`src/rtl/mem_port_arbiter.sv`:
```
`default_nettype none
// ============================================================================
// mem_port_arbiter : shares one memory word port between I and D cache refill,
//                    sequencing each granted line as LINE_WORDS word beats.
// Revision 1.0
// ============================================================================
module mem_port_arbiter #(
    parameter int LINE_WORDS = 4
) (
    input  logic        CPU_CLK,
    input  logic        CPU_RST,
    input  logic        i_req,
    input  logic [31:0] i_addr,
    output logic [31:0] i_rdata,
    output logic        i_rvalid,
    output logic        i_done,
    input  logic        d_req,
    input  logic        d_we,
    input  logic [31:0] d_addr,
    input  logic [31:0] d_wdata,
    output logic        d_wnext,
    output logic [31:0] d_rdata,
    output logic        d_rvalid,
    output logic        d_done,
    output logic        mem_req,
    output logic        mem_we,
    output logic [31:0] mem_addr,
    output logic [31:0] mem_wdata,
    input  logic [31:0] mem_rdata,
    input  logic        mem_ack
);

    localparam int              CW        = $clog2(LINE_WORDS);
    localparam logic [31:0]     LINE_MASK = 32'(LINE_WORDS * 4 - 1);
    localparam logic [CW-1:0]   CNT_LAST  = CW'(LINE_WORDS - 1);

    localparam logic [1:0] ST_IDLE = 2'd0;
    localparam logic [1:0] ST_I_RD = 2'd1;
    localparam logic [1:0] ST_D_RD = 2'd2;
    localparam logic [1:0] ST_D_WR = 2'd3;

    logic [1:0]    state_q, state_d;
    logic [31:0]   base_q, base_d;
    logic [CW-1:0] cnt_q, cnt_d;
    logic          last_grant_q, last_grant_d;   // 1 = D side won last

    logic beat_done;
    logic line_end;
    logic grant_dside;

    assign beat_done   = mem_req & mem_ack;
    assign line_end    = beat_done & (cnt_q == CNT_LAST);
    // D wins when alone, or when both ask and I won last time.
    assign grant_dside = d_req & (~i_req | ~last_grant_q);

    always_comb begin
        state_d      = state_q;
        base_d       = base_q;
        cnt_d        = cnt_q;
        last_grant_d = last_grant_q;
        if (state_q == ST_IDLE) begin
            if (grant_dside) begin
                state_d      = d_we ? ST_D_WR : ST_D_RD;
                base_d       = d_addr & ~LINE_MASK;
                cnt_d        = '0;
                last_grant_d = 1'b1;
            end else if (i_req) begin
                state_d      = ST_I_RD;
                base_d       = i_addr & ~LINE_MASK;
                cnt_d        = '0;
                last_grant_d = 1'b0;
            end
        end else if (beat_done) begin
            cnt_d = cnt_q + CW'(1);
            if (line_end) begin
                state_d = ST_IDLE;
            end
        end
    end

    always_ff @(posedge CPU_CLK) begin
        if (!CPU_RST) begin
            state_q      <= ST_IDLE;
            base_q       <= '0;
            cnt_q        <= '0;
            last_grant_q <= 1'b0;
        end else begin
            state_q      <= state_d;
            base_q       <= base_d;
            cnt_q        <= cnt_d;
            last_grant_q <= last_grant_d;
        end
    end

    assign mem_req   = (state_q != ST_IDLE);
    assign mem_we    = (state_q == ST_D_WR);
    // base is line aligned, so the beat offset never carries out of the line.
    assign mem_addr  = base_q + {{(30 - CW){1'b0}}, cnt_q, 2'b00};
    assign mem_wdata = d_wdata;

    assign i_rdata   = mem_rdata;
    assign d_rdata   = mem_rdata;
    assign i_rvalid  = beat_done & (state_q == ST_I_RD);
    assign d_rvalid  = beat_done & (state_q == ST_D_RD);
    assign d_wnext   = beat_done & (state_q == ST_D_WR);
    assign i_done    = line_end  & (state_q == ST_I_RD);
    assign d_done    = line_end  & (state_q != ST_I_RD);

endmodule
`default_nettype wire

```
`config.mk`:
```
export PLATFORM = sky130hd
export DESIGN_NAME = mem_port_arbiter
export DESIGN_NICKNAME = d
export VERILOG_FILES = /design/src/rtl/mem_port_arbiter.sv
export SDC_FILE = /design/constraint.sdc
export NUM_CORES = 1
export LEC_CHECK = 0
export ABC_AREA = 1
export BUFFER_PORTS_ARGS = -buffer_cell sky130_fd_sc_hd__buf_2
export CAP_MARGIN = 5
export CELL_PAD_IN_SITES_DETAIL_PLACEMENT = 1
export CELL_PAD_IN_SITES_GLOBAL_PLACEMENT = 1
export CORE_UTILIZATION = 21
export CTS_CLUSTER_SIZE = 10
export DETAILED_ROUTE_END_ITERATION = 6
export PLACE_DENSITY = 0.89
export SLEW_MARGIN = 20
export SYNTH_ARGS = -nofsm -noshare
export SYNTH_HDL_FRONTEND = slang
export SYNTH_SLANG_ARGS = --single-unit
export TNS_END_PERCENT = 30
```
`constraint.sdc`:
```
create_clock -name CPU_CLK -period 1.3 [get_ports CPU_CLK]
set_input_delay 0.13 -clock CPU_CLK [delete_from_list [all_inputs] [get_ports CPU_CLK]]
set_output_delay 0.13 -clock CPU_CLK [all_outputs]
set_load 0.005 [all_outputs]
```
; ---- Word-level counts from Yosys, hierarchy flattened
; Cells that the tools add are included.
[totals]
wordCells = 45
input_bits = 134
register_bits = 37
out_inout_bits = 135
[classes]
reduce_logical = 8
addsub = 2
eq_ne = 6
muxes = 14
bitwise = 11
[op_table]
columns = cell, n
row1 = $mux W32, 2
row2 = $add A32 B4 Y32, 1
row3 = $mux W2, 9
row4 = $and A1 B1 Y1, 8
row5 = $reduce_bool A2 Y1, 4
row6 = $eq A2 B2 Y1 const B, 3
row7 = $reduce_and A2 Y1, 2
row8 = $mux W1, 3
row9 = $ne A3 B3 Y1 const B, 1
row10 = $reduce_and A3 Y1, 1
row11 = $add A2 B1 Y2 const B, 1
row12 = $eq A2 B1 Y1 const B, 1
row13 = $logic_not A2 Y1, 1
row14 = $ne A2 B1 Y1 const B, 1
row15 = $not A1 Y1, 2
row16 = $or A1 B1 Y1, 1

; ---- Logic depth before layout (Yosys ltp)
[depth]
word_depth = 6
depth_mapped = 7
ltp_nobuf = 6

; ---- Least setup slack after synthesis
; Ideal clock, no wire load.
[synth_timing]
path_kind = reg2reg
startpoint = register state_q[0]
endpoint = register base_q[22]
arrival_time_ns = 0.964
path_stages_with_launch = 8
path_buffers = 2
setup_ns = 0.132
required_ns = 1.168
slack_ns = 0.204
synth_period_minus_slack_ns = 1.096
path_cell_list = dfxtp_1 -> inv_1 -> nand2_2 -> nor2_2 -> buf_4 -> buf_6 -> nand3_1 -> a21oi_1
[synth_between]
elab_chain_len = 2
[synth_rtl]
columns = item, line
row1 = start: declaration, 42  ; logic [1:0] state_q, state_d;
row2 = start signal: assignment, 88  ; state_q <= state_d;
row3 = $logic_not A2 Y1, 61  ; if (state_q == ST_IDLE) begin
row4 = $reduce_and A2 Y1 (no source line), --
row5 = end signal: assignment, 89  ; base_q <= base_d;
row6 = end: declaration, 43  ; logic [31:0] base_q, base_d;
; No other way between the ends.
; A chain may end at the register's enable or synchronous reset.

; ---- Final worst setup path
[layout_timing]
startpoint = register state_q[0]
endpoint = output port i_rvalid
[layout_between]
elab_chain_len = 3
elab_cells_between_ends = 4
cone_classes = eq/ne (1) / bitwise (2) / reduce/logical (1)
[layout_rtl]
columns = item, line
row1 = $reduce_bool A2 Y1, 95  ; assign mem_req = (state_q != ST_IDLE);
row2 = $and A1 B1 Y1, 51  ; assign beat_done = mem_req & mem_ack;
row3 = $and A1 B1 Y1 *, 103  ; assign i_rvalid = beat_done & (state_q == ST_I_RD);
row4 = end: declaration, 15  ; output logic i_rvalid,
; Mark *: on every way between the ends. The rest lies on a longest branch, timed or not.

==> run summary <==
routed wl met3 = 380 um
Multi-input gate area = 917 um^2
Setup CP Type = reg2out
clock transition at the registers of the reported paths = 0.06 ns
final non-filler cell area = 2720 um^2
FP Rows = 39
DRC = 0
met1 WL = 2970 um
synthesized instance count = 361
CTS max path bufs = 2
Max Used Layer = met4
fillers = 1430
CTS tree = done
Sink Count = 33
GRT overflow = 0
first-pass GRT wire length = 11000 um
crit share post-route = 98.4%
CP arrival = 1.15 ns
Area growth syn-to-layout = 9.36%
Leak = 1.39 nW
Distinct cells, synth = 19
share of cells above drive strength 1 = 37.5%
CTS buffer count = 5
final hold violations = 0
hpwl dp = 5550 um
Die Y-Extent = 111 um
worst clock skew = 0.00472 ns
VDD IR-drop max = 0.774 mV
max-slew violations = 0
Yosys reg bits = 33
Syn Area/Cell = 6.89 um^2
largest net degree at the start of global routing = 22
Vias = 2133
# H-tree levels = 2
drt pass-1 iters = 4
initial antenna violation count = 0
area of the core = 11500 um^2
CP Max Fanout = 5
pre-CTS WS = 0.0396 ns
Post-Syn Area = 2490 um^2
Layout Nets = 502
Port Buffers = 98
Startpoint Class = flip-flop
Clock Tree Root = clkbuf_16
power density cells = 1340 nW/um^2
first-iteration detailed-routing DRC count = 53
Data required, critical path = 1.17 ns
post-synthesis sequential area ratio = 26.6%
Final ANT Viol Nets = 0
Die ar. = 12300 um^2
Reg area = 668 um^2
Die X-Extent = 111 um
RSZ-0062 raised after global routing = yes
met2 WL = 3760 um
status = complete, no violations
fmax = 782 MHz
vias in the first global route = 2304
placed inst area = 2470 um^2
Total GRT Usage = 11.3%
CP Capture Type = output port
clock latency at the later pin of the worst-skew pair = 0.28 ns
Min Clock Period, post-route = 1.28 ns
Starting Density = 21.7%
drt wl/cell = 14.0 um
final core utilization = 23.7%
synth warn = 0
worst hold path type = in2reg
routability cong. = 0.722
total negative slack = 0 ns
io pins = 269
final WL = 7160 um
Max-cap violations = 0
Antenna diodes = 0
vias per inst = 4.17
final setup fails = 0
worst setup margin = 0.0210 ns
## synth_stat cells
master	n	area, um^2
inv_1	36	135
buf_2	10	50.1
o21ai_0	1	5.00
dfxtp_1	33	661
nand2_2	1	6.26
conb_1	1	3.75
clkbuf_1	6	22.5
nand3b_1	28	210
buf_4	99	743
nor3_1	1	5.00
nand3_1	31	155
ha_1	1	12.5
buf_6	1	11.3
nand2_1	64	240
nor2_2	1	6.26
nor2_1	12	45.0
a21oi_1	33	165
o21ai_1	1	5.00
inv_2	1	3.75
## metrics by stage
| stage | hold slack [ns] | power, mW | cells |
|---|---|---|---|
| after floorplan | 0.268 | 1.99 | 362 |
| after CTS | 0.120 | 3.69 | 509 |
| after detailed placement | 0.260 | 2.21 | 501 |
| after global routing | 0.120 | 3.85 | 511 |
| after global placement | 0.260 | 2.16 | 501 |
| final | 0.128 | 3.64 | 511 |
## cells by family (layout without fill, tap and decap cells)
logic type	count (synthesis)	count (layout)	synth area share, %
flops	33	33	26.6
other cells	1	2	0.151
compound gates	35	35	7.05
simple gates	138	138	26.9
buf+inv	153	159	38.9
fa+ha+maj	1	1	0.503
## area by class of cell
type                    count  share of cell area, %
well taps                 143                   6.58
repair buffers            114                   23.5
multi-input cells         176                   33.7
inverters                  37                   5.11
clock inverters             2                   1.38
flip-flops and latches     33                   24.6
clock buffers               6                   5.11
## worst paths after layout
check	end	slack, ns	startpoint	cells past startpoint
worst min-delay path	cnt_q[0]	0.13	CPU_RST	3
worst min register to register	base_q[24]	0.46	base_q[24]	2
worst max register to register	base_q[29]	0.10	state_q[1]	6
worst max-delay path	i_rvalid	0.02	state_q[0]	5
## placed cells by master (no fill, tap or decap)
cell type / Yosys / routed
conb_1: 1 / 2
bufinv_16: 0 / 1
dfxtp_4: 0 / 1
clkbuf_8: 0 / 1
a21oi_1: 33 / 33
ha_4: 0 / 1
buf_4: 99 / 13
nand2_4: 0 / 1
nand3b_1: 28 / 28
buf_2: 10 / 98
buf_12: 0 / 2
o21ai_0: 1 / 1
clkbuf_16: 0 / 5
nor2_2: 1 / 3
nand3_4: 0 / 1
clkinvlp_4: 0 / 1
buf_6: 1 / 1
nor2_1: 12 / 8
nor3_1: 1 / 1
dfxtp_2: 0 / 3
nor2_4: 0 / 2
o21ai_2: 0 / 1
nand3_1: 31 / 30
dfxtp_1: 33 / 29
inv_1: 36 / 34
nand2_1: 64 / 64
inv_2: 1 / 3
## report_power, final
part           switching [mW]  total, mW  internal, mW  leakage [nW]
logic                   0.541      0.978         0.437          1.03
clock network           0.467       1.42         0.957        0.0831
registers              0.0834       1.23          1.15         0.274
total                    1.09       3.64          2.54          1.39
## flip-flops by register name, summed over array words and instances (netlist names)
register and flops:
base_q 28, cnt_q 2, state_q 2, last_grant_q 1
## critical path, stage by stage, from the launching register on
cell	delay (ns)
dfxtp_2	0.36
inv_2	0.06
nor2_2	0.15
inv_2	0.07
nor2_2	0.10
buf_2	0.12
## layer usage
layer / GRT usage [%] / vias to the layer above
li1: - / 1039
met1: 12.6 / 1010
met2: 21.0 / 71
met3: 2.13 / 13
met4: 4.53 / 0
met5: 0 / -
## timing repair
item,in CTS,in global routing
endpoints found under the setup margin,3,18
pin swaps,0,2
buffers inserted,0,2
resized for setup,12,7
hold buffers,0,0
Note: power is estimated with default switching activity, not from simulation.
